File: config.mk
export PLATFORM = sky130hd
export DESIGN_NAME = ntt_stage_ctrl
export DESIGN_NICKNAME = d
export VERILOG_FILES = /design/src/rtl/ntt_ctrl_pkg.sv /design/src/rtl/ntt_wr_delay.sv /design/src/rtl/ntt_stage_ctrl.sv
export SDC_FILE = /design/constraint.sdc
export NUM_CORES = 1
export LEC_CHECK = 0
export BUFFER_PORTS_ARGS = -buffer_cell sky130_fd_sc_hd__buf_4
export CAP_MARGIN = 10
export CORE_MARGIN = 2
export CORE_UTILIZATION = 50
export CTS_CLUSTER_DIAMETER = 40
export DETAILED_ROUTE_END_ITERATION = 10
export GPL_TIMING_DRIVEN = 0
export MAX_ROUTING_LAYER = met4
export PLACE_DENSITY = 0.71
export SLEW_MARGIN = 20
export SYNTH_ARGS = -nofsm -noshare
export SYNTH_HDL_FRONTEND = slang
export SYNTH_SLANG_ARGS = --single-unit
export TNS_END_PERCENT = 1
File: constraint.sdc
create_clock -name clk -period 3.8 [get_ports clk]
set_input_delay 0.57 -clock clk [delete_from_list [all_inputs] [get_ports clk]]
set_output_delay 0.57 -clock clk [all_outputs]
set_load 0.03 [all_outputs]
File: src/rtl/ntt_ctrl_pkg.sv
// Shared types and default geometry for the NTT stage sequencer.
package ntt_ctrl_pkg;

  localparam int DEGREE_DEF   = 1024;
  localparam int BN_DEF       = 16;
  localparam int PIPE_LAT_DEF = 6;

  typedef enum logic [1:0] {IDLE, READ, DRAIN, DONE} state_t;

  // Index widths never collapse to zero bits, so MA=1 or STAGES=1 stays legal.
  function automatic int clog2_min1(input int v);
    return (v > 1) ? $clog2(v) : 1;
  endfunction

endpackage

File: src/rtl/ntt_wr_delay.sv
// Valid+address delay line that turns each row read into its matching write.
module ntt_wr_delay #(
  parameter int DEPTH = 6,
  parameter int AW    = 6
) (
  input  logic          clk,
  input  logic          rst,
  input  logic          in_vld,
  input  logic [AW-1:0] in_addr,
  output logic          out_vld,
  output logic [AW-1:0] out_addr,
  output logic          empty
);

  logic [DEPTH-1:0]         vld_pipe;
  logic [DEPTH-1:0][AW-1:0] addr_pipe;

  // Shifts every cycle, so read bubbles arrive as write gaps at the same offset.
  always_ff @(posedge clk or posedge rst) begin
    if (rst) begin
      vld_pipe  <= '0;
      addr_pipe <= '0;
    end else begin
      vld_pipe[0]  <= in_vld;
      addr_pipe[0] <= in_addr;
      for (int i = 1; i < DEPTH; i++) begin
        vld_pipe[i]  <= vld_pipe[i-1];
        addr_pipe[i] <= addr_pipe[i-1];
      end
    end
  end

  assign out_vld  = vld_pipe[DEPTH-1];
  assign out_addr = addr_pipe[DEPTH-1];
  assign empty    = ~|vld_pipe;

endmodule

File: src/rtl/ntt_stage_ctrl.sv
// Stage/row sequencer for the in-place NTT: issues row reads, trailing writes and done.
module ntt_stage_ctrl
  import ntt_ctrl_pkg::*;
#(
  parameter int DEGREE   = DEGREE_DEF,
  parameter int BN       = BN_DEF,
  parameter int PIPE_LAT = PIPE_LAT_DEF,
  parameter int MA       = DEGREE / BN,
  parameter int STAGES   = $clog2(DEGREE),
  parameter int AW       = clog2_min1(MA),
  parameter int SW       = clog2_min1(STAGES)
) (
  input  logic          clk,
  input  logic          rst,
  input  logic          start,
  input  logic          tf_ready,
  output logic          mem_rd_en,
  output logic [AW-1:0] mem_rd_addr,
  output logic          mem_wr_en,
  output logic [AW-1:0] mem_wr_addr,
  output logic          tf_en,
  output logic [SW-1:0] stage_idx,
  output logic [AW-1:0] row_idx,
  output logic          busy,
  output logic          done
);

  localparam logic [AW-1:0] ROW_LAST   = AW'(MA - 1);
  localparam logic [SW-1:0] STAGE_LAST = SW'(STAGES - 1);

  state_t        state;
  logic [AW-1:0] row;
  logic [SW-1:0] stage;
  logic          rd;
  logic          wr_empty;

  assign rd          = (state == READ) && tf_ready;
  assign mem_rd_en   = rd;
  assign tf_en       = rd;
  assign mem_rd_addr = row;
  assign row_idx     = row;
  assign stage_idx   = stage;

  // Row only returns to 0 on a stage transition, so DRAIN keeps the last row visible.
  always_ff @(posedge clk or posedge rst) begin
    if (rst) begin
      state <= IDLE;
      row   <= '0;
      stage <= '0;
      busy  <= 1'b0;
      done  <= 1'b0;
    end else begin
      case (state)
        IDLE: begin
          done <= 1'b0;
          if (start) begin
            state <= READ;
            busy  <= 1'b1;
            stage <= '0;
            row   <= '0;
          end
        end
        READ: begin
          if (rd) begin
            if (row == ROW_LAST) state <= DRAIN;
            else                 row   <= row + 1'b1;
          end
        end
        DRAIN: begin
          // Waiting for an empty delay line keeps next-stage reads behind this stage's writes.
          if (wr_empty) begin
            if (stage == STAGE_LAST) begin
              state <= DONE;
              busy  <= 1'b0;
              done  <= 1'b1;
            end else begin
              state <= READ;
              stage <= stage + 1'b1;
              row   <= '0;
            end
          end
        end
        DONE: begin
          done  <= 1'b0;
          state <= IDLE;
        end
        default: state <= IDLE;
      endcase
    end
  end

  ntt_wr_delay #(
    .DEPTH (PIPE_LAT),
    .AW    (AW)
  ) u_wr_delay (
    .clk      (clk),
    .rst      (rst),
    .in_vld   (rd),
    .in_addr  (row),
    .out_vld  (mem_wr_en),
    .out_addr (mem_wr_addr),
    .empty    (wr_empty)
  );

endmodule

==> metrics <==
post-route ant nets 0; post-DR wirelength/cell 13.6 um; Pint about 1.2 mW; Tmin final 2.44 ns; Setup Skew 0.00500 ns; DP Wirelength 2290 um; area grow syn2layout 19.2%; CTS tree yes; grt ovf 0; clk_lat worst skew 0.31 ns; Synth Flop Type dfrtp_1; CP Buf/Inv Count 4; startpoint types register; Setup CP Type reg -> out; sequential fraction of design power 0.469; # rows 23; HP Class in -> async; Post-CTS Resized 0; fin worst setup slack approximately 1.4 ns; switching share of power 0.362; CP cell instances inv_1 -> ha_1 -> clkbuf_1 -> and2_1 -> buf_4 -> buf_4; Synthesized Nets 162; Post-CTS Setup Repair Bufs 0; Cell variety after synth 37; cts bufs inserted 5; TNS Setup 0 ns; die area between 4000 and 5000 um^2; Ys Warns 0; clock tree buffer depth 2; Syn Area/Cell 13.8 um^2; worst slew pin tran 0.466 ns; CTS Root Cell clkbuf_8; cell family with most CP delay buffers and inverters; Core ar. ~4000 um^2; CP arrival between 1.5 and 2 ns; Clock power frac 0.175; Net Sw Power 0.656 mW; Post-synth ARST share 1.00; Leak Pwr 1.29 nW; WP data required 3.23 ns; Max Cap Viol 0; crit end category primary output; design area 2480 um^2; hold slack ~0.26 ns; Final Max Tran Viols 0; DRC viols 0; Chip Width 68.6 um; initial DRC count 38; Vias/cell 5.16; Yosys reg bits 56; sequential area share after synthesis 0.673; Comb power frac 0.356; post-layout util 0.621; RSZ-0062 raised after global routing false; Final Cycle Share 0.642; pwr dens 731 nW/um^2; PortBufs 30; cts hold-fix bufs 0; Antenna Cells 0; initial antenna violation count 0; max_slew headroom 0.687; fin nets 200; Max IR drop VDD 0.500 mV; Placement Setup Slack roughly 1.7 ns; Clock Pin Slew Worst Setup and Hold Paths around 0.090 ns; Pre-antenna DRT Iters 4; EDFF count, synth 0; Synth Instances 151; initial core utilization 0.521; Die Y 68.6 um; total track usage 0.168; Crit Path Max Fanout 10; slowest CP cell dfrtp_1; Routed WL 3270 um; largest net degree at the start of global routing 39; GPL Wtd Cong 0.820; Vias 1238; Achievable Freq about 400 MHz; number of global-route vias before repair between 1000 and 1500; slowest cell delay on critical path 0.42 ns; Area after DPL 2390 um^2; status completed; first-pass GRT wire length about 5500 um; Ports 31; Synth Cell Area roughly 2100 um^2; Final Hold Vio Count 0; most used cell, CP buf_4; final setup fails 0; H-tree levels 2; share of post-route cells with drive strength above 1 0.311; Clock Sink Count 56
synthesized netlist by cell type, types with 2 or more instances:
master	count	share of area
mux2i_1	3	0.014
nand3b_1	3	0.011
a21oi_1	3	0.0072
o21ai_1	6	0.014
dfrtp_1	56	0.67
nand2_1	6	0.011
o211ai_1	2	0.0072
nand2b_1	3	0.0090
a22o_1	2	0.0084
nor2_1	3	0.0054
o21ai_0	5	0.012
nand3_1	7	0.017
buf_4	13	0.047
and2_1	2	0.0060
a211o_1	2	0.0084
ha_1	7	0.042
inv_1	8	0.014
flip-flops by register name, summed over array words and instances, names as in the netlist:
register / cells
done: 1
stage_idx: 4
u_wr_delay.vld_pipe: 6
state: 2
u_wr_delay.out_addr: 6
u_wr_delay.addr_pipe: 30
mem_rd_addr: 6
busy: 1
routing by layer:
layer  track usage  part of all wire  wire, um  vias to the layer above
met5             -                 0         0                        -
met4        0.0900             0.021        68                        0
met3        0.0471             0.043       142                        6
met2         0.264              0.50      1640                       29
met1         0.196              0.43      1420                      617
li1              -                 -         -                      586
cell type report:
type	instances	area, um^2
flip-flops and latches	56	1400
inverters	8	30.0
multi-input cells	73	551
plain buffers	14	101
well taps	50	62.6
repair buffers	31	245
clock inverters	3	22.5
clock buffers	5	68.8
fillers	335	1520
power by group through the flow:
stage	registers, mW	clock network (mW)	logic, mW
after floorplan	0.887	0	0.427
after global placement	0.854	0	0.628
after detailed placement	0.865	0	0.651
after CTS	0.853	0.331	0.652
after global routing	0.870	0.352	0.707
final	0.850	0.317	0.646
placed cells by master, fill, tap and decap left out, types with 2 or more instances in the layout:
cell       n
clkbuf_8   5
buf_4     43
dfrtp_1   56
a22o_1     2
nand3_1    7
and2_1     2
nand2b_1   3
a21oi_1    3
nand2_1    6
o21ai_1    6
nand3b_1   3
ha_1       7
inv_1      7
o21ai_0    5
a211o_1    2
nor2_1     3
mux2i_1    3
o211ai_1   2
per-stage QoR:
step                      instances  total power [mW]
final                           240              1.81
after detailed placement        232              1.52
after global placement          231              1.48
after floorplan                 151              1.31
after global routing            240              1.93
after CTS                       240              1.84
cell families (layout without fill, tap and decap cells):
group / count (synthesis) / after routing / share of synthesized area
flip-flops: 56 / 56 / 0.673
AND/OR/NAND/NOR: 34 / 34 / 0.102
AO/OA/AOI/OAI: 27 / 27 / 0.0955
buffers and inverters: 22 / 61 / 0.0631
adder cells (fa/ha/maj): 7 / 7 / 0.0420
multiplexers: 5 / 5 / 0.0252
path summary, 6_finish.rpt:
kind	from	end	slack, ns	cells past startpoint
min in group clk	u_wr_delay.addr_pipe[7]	u_wr_delay.addr_pipe[13]	0.35	0
hold reg to reg	u_wr_delay.addr_pipe[7]	u_wr_delay.addr_pipe[13]	0.35	0
hold / removal	rst	stage_idx[1]	0.26	2
max in group asynchronous	rst	u_wr_delay.addr_pipe[6]	3.02	3
setup / recovery	state[1]	tf_en	1.36	6
setup reg to reg	state[0]	mem_rd_addr[0]	1.76	6
Power figures use the tool's default switching activity.
